<file path="src/rtl/sqrt_seq_ctrl.sv">
// Iterative fixed-point square root: one result bit per clock, MSB first.
// out_data = floor(sqrt(in_data * 2^(2*FRAC_W))), valid/ready on both sides.
module sqrt_seq_ctrl #(
    parameter int unsigned IN_W   = 8,
    parameter int unsigned FRAC_W = 8,
    parameter int unsigned OUT_W  = 16
) (
    input  logic             clk,
    input  logic             rst,
    input  logic [IN_W-1:0]  in_data,
    input  logic             in_valid,
    output logic             in_ready,
    output logic [OUT_W-1:0] out_data,
    output logic             out_valid,
    input  logic             out_ready,
    output logic             busy
);

    localparam int unsigned RW   = IN_W + 2 * FRAC_W;
    localparam int unsigned ITER = (RW + 1) / 2;
    localparam int unsigned PW   = 2 * ITER;
    localparam int unsigned KW   = (ITER > 1) ? $clog2(ITER) : 1;

    typedef enum logic [1:0] {StIdle, StCalc, StDone} state_e;

    state_e            state_q, state_d;
    logic [PW-1:0]     r_q, r_d;
    logic [ITER-1:0]   y_q, y_d;
    logic [KW-1:0]     k_q, k_d;
    logic [ITER-1:0]   res_q, res_d;
    logic [ITER-1:0]   trial;
    logic [PW-1:0]     trial_sq;

    always_ff @(posedge clk) begin
        if (rst) begin
            state_q <= StIdle;
            r_q     <= '0;
            y_q     <= '0;
            k_q     <= '0;
            res_q   <= '0;
        end else begin
            state_q <= state_d;
            r_q     <= r_d;
            y_q     <= y_d;
            k_q     <= k_d;
            res_q   <= res_d;
        end
    end

    always_comb begin
        // Full-width square: a trial root of ITER bits never overflows PW bits.
        trial    = y_q | (ITER'(1) << k_q);
        trial_sq = PW'(trial) * PW'(trial);
        state_d  = state_q;
        r_d      = r_q;
        y_d      = y_q;
        k_d      = k_q;
        res_d    = res_q;
        unique case (state_q)
            StIdle: begin
                if (in_valid) begin
                    r_d     = PW'({in_data, {(2 * FRAC_W){1'b0}}});
                    y_d     = '0;
                    k_d     = KW'(ITER - 1);
                    state_d = StCalc;
                end
            end
            StCalc: begin
                if (trial_sq <= r_q) begin
                    y_d = trial;
                end
                if (k_q == '0) begin
                    res_d   = y_d;
                    state_d = StDone;
                end else begin
                    k_d = k_q - KW'(1);
                end
            end
            StDone: begin
                if (out_ready) begin
                    state_d = StIdle;
                end
            end
            default: state_d = StIdle;
        endcase
    end

    assign in_ready  = (state_q == StIdle);
    assign out_valid = (state_q == StDone);
    assign busy      = (state_q != StIdle);
    assign out_data  = OUT_W'(res_q);

endmodule
</file>
<file path="config.mk">
export PLATFORM = sky130hd
export DESIGN_NAME = sqrt_seq_ctrl
export DESIGN_NICKNAME = d
export VERILOG_FILES = /design/src/rtl/sqrt_seq_ctrl.sv
export SDC_FILE = /design/constraint.sdc
export NUM_CORES = 1
export LEC_CHECK = 0
export ABC_CLOCK_PERIOD_IN_PS = 9890
export CORE_UTILIZATION = 60
export CTS_BUF_LIST = sky130_fd_sc_hd__clkbuf_8
export DETAILED_ROUTE_END_ITERATION = 8
export PLACE_DENSITY = 0.89
export SETUP_SLACK_MARGIN = 0.02
export SLEW_MARGIN = 20
export SYNTH_ARGS = -nofsm -noshare
export SYNTH_HDL_FRONTEND = slang
export SYNTH_SLANG_ARGS = --single-unit
</file>
<file path="constraint.sdc">
create_clock -name clk -period 9.89 [get_ports clk]
set_input_delay 1.4835 -clock clk [delete_from_list [all_inputs] [get_ports clk]]
set_output_delay 1.4835 -clock clk [all_outputs]
set_load 0.02 [all_outputs]
</file>
==> flow_summary.toml, run 1 <==
[global_routing]
grt_pass1_wl_mm = 22.2
grt_use_total = 0.288
grt_start_max_net_pins = 31
grt_overflow = 0
grt_pass1_vias = 4848
grt_antenna_before_repair = 0

[floorplanning]
core_area_sq_um = 8850
die_w_um = 98.3
die_area_sq_um = 9660
ioPinCount = 31
initial_utilization = 0.629
row_count = 34
die_h_um = 98.3

[setup_path]
crit_top_cell = "fa_1"
reg2reg_slack_ns = 0.81
critPathArrivalTime_ns = 9.32
crit_path_end_kind = "flip-flop"
ff2ff_path_depth = 30
r2r-end = "y_q[1]"
slowest_stage = "a21oi_1"
worstSetupPathType = "flip-flop to flip-flop"
path_max_fanout = 13
critPathLaunchType = "flip-flop"
slowest_delay_ns = 0.62
required_ns = 10.12
timing.rr.start = "k_q[1]"

[final_layout]
syn_to_final_growth_pct = 8.39
drive_above_1_share = 0.0299
fin_area_sq_um = 6030
final_common_cell = "inv_1"
diodes = 0
layout.nets = 828
fin_util = 0.682
final_cell_mix = "inv_1, nand2_1, fa_1, ha_1, nor2_1"

[clock_network]
clock-sinks = 38
cts_tree = "built"
hold_buffers = 0
cts_buffers = 5
post_cts_buffers = 0
clockBufferDepth = 2
clkTransAtPathRegs_ns = 0.08
cts.repair.resized = 0
insertion_delay_ns = 0.29
h-tree-depth = 2
cts-root-buf = "clkbuf_8"

[worst_hold_path]
whs_endpoint = "r_q[20]"
hold-path-cell-count = 2
min-delay-start = "r_q[20]"
hold_path_class = "flip-flop to flip-flop"

[place]
port_buffers = 26
dp_slack_ns = 1.06
place_area_sq_um = 5890
gp_congestion = 0.946
place_hpwl_mm = 10.6

[routing]
wl_per_cell_um = 16.5
drc = 0
vias = 4604
drt_iter0_drc = 468
drt-vias-per-instance = 5.93
drtAntennaViolNets = 0
routed_wl_mm = 12.8
drtPass1Iterations = 7

[timing]
min_period_over_period = 0.919
rsz0062_at_grt = "no"
maxSlewHeadroom = 0.401
hold_viol = 0
final.setup.worst_slack_ns = 0.806
timing.fmax_mhz = 110
tightest_slew_ns = 0.895
setup_viol_count_final = 0
fin_crit_ns = 9.08
fin_skew_ns = 0.00781
finalMaxSlewViolations = 0
finalSetupTns_ns = 0

[synthesis]
synthSimpleGateAreaFrac = 0.137
synthAdderAreaFrac = 0.442
synthCells = 650
synth_enable_flop_cells = 0
yosysUniqueCellTypes = 55
avgSynthCellArea_sq_um = 8.56
synthMuxAreaShare = 0.00382
synth_area_sq_um = 5570
synth_top_family_by_area = "adder cells"
ys_warn_count = 0
async_flop_share = 0
synth_seq_cells = 38
yosysSeqAreaShare = 0.137
ys.flop_type = "dfxtp_1"
synth_xor_area_frac = 0.0299
synth-compound-area-share = 0.147

[power_and_ir_drop]
power_mw = 0.561
switching_share = 0.374
peakVddDrop_uv = 149
pwr-share-comb = 0.408
leakagePower_nw = 2.75
p_switching_mw = 0.210
power.share.sequential = 0.302
clkPwrFrac = 0.290
power.density_nw_per_um2 = 93.0
power.internal_mw = 0.351

[run]
maxCapViolations = 0

[outcome]
status = "finished clean"
[layer usage]
metal,vias up,GRT usage,wire [um]
met4,0,0.111,444
met1,2250,0.346,5060
met2,194,0.524,6550
li1,2116,-,-
met3,44,0.0387,798
met5,-,0,0
[logic make-up (layout without fill, tap and decap cells)]
group           count (synthesis)  after routing
other cells                     1              4
xor+xnor                       19             19
simple gates                  178            178
compound gates                117            117
fa+ha+maj                     148            148
mux                             2              2
flops                          38             38
buf+inv                       147            163
[power by group through the flow]
stage	clock network, mW	registers (mW)	logic (mW)
6_report	0.163	0.169	0.229
3_3_place_gp	0	0.172	0.214
2_1_floorplan	0	0.173	0.160
4_1_cts	0.163	0.169	0.225
5_1_grt	0.170	0.170	0.252
3_5_place_dp	0	0.173	0.222
[synth_stat cells (all sizes together), types with 2 or more instances]
library cell	instances	area [sq um]
a2111oi	2	23.8
a211o	2	17.5
a211oi	10	75.1
a21o	15	113
a21oi	39	195
a31oi	2	12.5
a32o	12	120
and2	2	12.5
buf	5	41.3
clkbuf	15	56.3
clkinv	2	7.51
dfxtp	38	761
fa	81	1620
ha	67	838
inv	125	469
nand2	90	338
nand2b	5	31.3
nand3	5	25.0
nand4	2	12.5
nor2	52	198
nor2b	5	31.3
nor3	8	45.0
nor3b	2	15.0
o211a	2	20.0
o21a	2	15.0
o21ai	17	88.8
o21bai	4	41.3
o22ai	2	12.5
o31ai	2	20.0
o41ai	2	25.0
xnor2	13	114
xor2	6	52.6
[area by class of cell]
cell class,instances,area [sq um]
clock buffer,6,82.6
clock inverter,2,60.1
fill,683,2820
inverter,127,477
multi-input combinational,468,4240
sequential,38,761
tap,108,135
timing repair buffer,28,275
[through the flow]
step	cells	hold slack (ns)
2_1_floorplan	653	0.436
3_3_place_gp	769	0.443
3_5_place_dp	769	0.449
4_1_cts	777	0.459
5_1_grt	777	0.474
6_report	777	0.459
[critical path: cells and delay by family (launching register included)]
family / cells / cell delay, ns
xor+xnor: 1 / 0.09
buf+inv: 4 / 0.91
simple gates: 6 / 1.15
flops: 1 / 0.42
fa+ha+maj: 8 / 3.45
compound gates: 11 / 2.97
[registers in the layout, indices dropped and copies added, names as in the netlist]
| register | cells |
|---|---|
| y_q | 12 |
| k_q | 4 |
| r_q | 8 |
| res_q | 12 |
| state_q | 2 |
[worst max-delay path by stage]
stage,startpoint,end,slack [ns],cells past startpoint
after global placement,k_q[1],y_q[2],1.37,32
final,k_q[1],y_q[1],0.81,30
after floorplan,k_q[1],y_q[11],2.18,33
after CTS,k_q[1],y_q[1],1.0,32
after detailed placement,k_q[1],y_q[1],1.06,32
after global routing,k_q[1],y_q[1],0.24,32
Note: power is estimated with default switching activity, not from simulation.
==> run 2: changes to the inputs <==
- CELL_PAD_IN_SITES_DETAIL_PLACEMENT: default -> 0
- CELL_PAD_IN_SITES_GLOBAL_PLACEMENT: default -> 1
- CORE_UTILIZATION: 60 -> 48
- PLACE_DENSITY: 0.89 -> 0.92
==> run 2 against run 1 <==
Critical path depth unchanged; die area increased by 24%; cell count increased by 4.0%; setup slack improved by 0.14 ns; clock-buffer cell count unchanged; sequential power about the same; final area increased by 0.54%; maximum frequency increased by 1.5%; worst hold slack got worse by 0.0036 ns; non-clock buffer count decreased by 1; clock skew decreased by 0.0012 ns; routed wire length decreased by 1.2%.
==> flow_summary.toml, run 2 (same netlist as run 1, synthesis figures left out) <==
[routing]
drt_iter0_drc = 247
routed_wl_mm = 12.7
drt-vias-per-instance = 5.52
drtPass1Iterations = 7
drtAntennaViolNets = 0
vias = 4458
wl_per_cell_um = 15.7
drc = 0

[floorplanning]
die_w_um = 110
row_count = 38
core_area_sq_um = 11100
ioPinCount = 31
die_h_um = 110
initial_utilization = 0.502
die_area_sq_um = 12000

[worst_hold_path]
whs_endpoint = "res_q[6]"
min-delay-start = "res_q[6]"
hold_path_class = "flip-flop to flip-flop"
hold-path-cell-count = 2

[power_and_ir_drop]
peakVddDrop_uv = 89.4
p_switching_mw = 0.203
leakagePower_nw = 2.74
power.density_nw_per_um2 = 91.2
pwr-share-comb = 0.402
power_mw = 0.553
power.share.sequential = 0.306
switching_share = 0.367
power.internal_mw = 0.350
clkPwrFrac = 0.292

[place]
place_hpwl_mm = 10.9
port_buffers = 26
place_area_sq_um = 5920
gp_congestion = 0.908

[setup_path]
r2r-end = "y_q[5]"
slowest_stage = "a21oi_1"
critPathArrivalTime_ns = 9.17
critPathLaunchType = "flip-flop"
crit_family = "adder cells"
crit_buf_inv = 4
worstSetupPathType = "flip-flop to flip-flop"
crit_path_end_kind = "flip-flop"
ff2ff_path_depth = 30
required_ns = 10.11
path_max_fanout = 13
reg2reg_slack_ns = 0.94
slowest_delay_ns = 0.70
crit_top_cell = "fa_1"
timing.rr.start = "k_q[1]"

[outcome]
status = "finished clean"

[global_routing]
grt_overflow = 0
grt_pass1_wl_mm = 21.9
grt_antenna_before_repair = 0
grt_use_total = 0.238
grt_pass1_vias = 4746
grt_start_max_net_pins = 31

[clock_network]
post_cts_buffers = 0
cts-root-buf = "clkbuf_8"
insertion_delay_ns = 0.29
clock-sinks = 38
h-tree-depth = 2
cts_buffers = 5
hold_buffers = 0
cts.repair.resized = 0
clockBufferDepth = 2
clkTransAtPathRegs_ns = 0.08
cts_tree = "built"

[final_layout]
syn_to_final_growth_pct = 8.97
fin_util = 0.547
drive_above_1_share = 0.0284
layout.nets = 827
reg.largest.list = "res_q: 12 flops, y_q: 12 flops, r_q: 8 flops"
diodes = 0
fill_cells = 1047
final_common_cell = "inv_1"
fin_area_sq_um = 6060
final_cell_mix = "inv_1, nand2_1, fa_1, ha_1, nor2_1"

[timing]
finalSetupTns_ns = 0
setup_viol_count_final = 0
min_period_over_period = 0.905
rsz0062_at_grt = "no"
finalMaxSlewViolations = 0
maxSlewHeadroom = 0.292
hold_viol = 0
fin_crit_ns = 8.95
tightest_slew_ns = 1.06
timing.fmax_mhz = 112
fin_skew_ns = 0.00657

[run]
maxCapViolations = 0
-- run 2: cell count changes in the layout (fill, tap and decap cells not counted) --
cell | previous run | this run
buf_4 | 2 | 1
-- run 2: worst max-delay path by stage --
stage / startpoint / end / slack (ns) / depth (start not counted)
after floorplan: k_q[1] / y_q[11] / 2.18 / 33
final: k_q[1] / y_q[5] / 0.94 / 30
after detailed placement: k_q[1] / y_q[8] / 1.10 / 30
after global routing: k_q[1] / y_q[5] / 0.50 / 32
after CTS: k_q[1] / y_q[5] / 1.04 / 32
after global placement: k_q[1] / y_q[3] / 1.26 / 30
-- run 2: per-stage QoR --
step	instances	setup WS, ns	hold slack, ns
after floorplan	653	2.18	0.436
after global placement	800	1.26	0.442
after detailed placement	800	1.10	0.446
after CTS	808	1.04	0.456
after global routing	808	0.504	0.477
final	808	0.944	0.455
-- run 2: worst min-delay path: stages (launching register included) --
cell	delay, ns
dfxtp_1	0.31
nand2_1	0.05
a21oi_1	0.05
-- run 2: power by group through the flow --
stage	Sequential [mW]	Combinational (mW)	Clock, mW
3_3_place_gp	0.172	0.216	0
2_1_floorplan	0.173	0.160	0
5_1_grt	0.170	0.249	0.167
6_report	0.169	0.222	0.161
3_5_place_dp	0.173	0.220	0
4_1_cts	0.169	0.222	0.163
-- run 2: layer usage --
layer,part of all wire,GRT usage,routed length (um),up-vias
met5,0,0,0,-
met4,0.031,0.0771,388,0
met3,0.053,0.0379,673,28
met2,0.50,0.438,6400,128
met1,0.41,0.281,5230,2193
li1,-,-,-,2109
-- run 2: cell type report --
class | instances | area (sq um) | share of cell area
clock buffers | 6 | 82.6 | 0.0136
repair buffers | 27 | 268 | 0.0442
inverters | 127 | 477 | 0.0786
well taps | 140 | 175 | 0.0289
multi-input cells | 468 | 4240 | 0.699
flip-flops and latches | 38 | 761 | 0.125
clock inverters | 2 | 60.1 | 0.00990
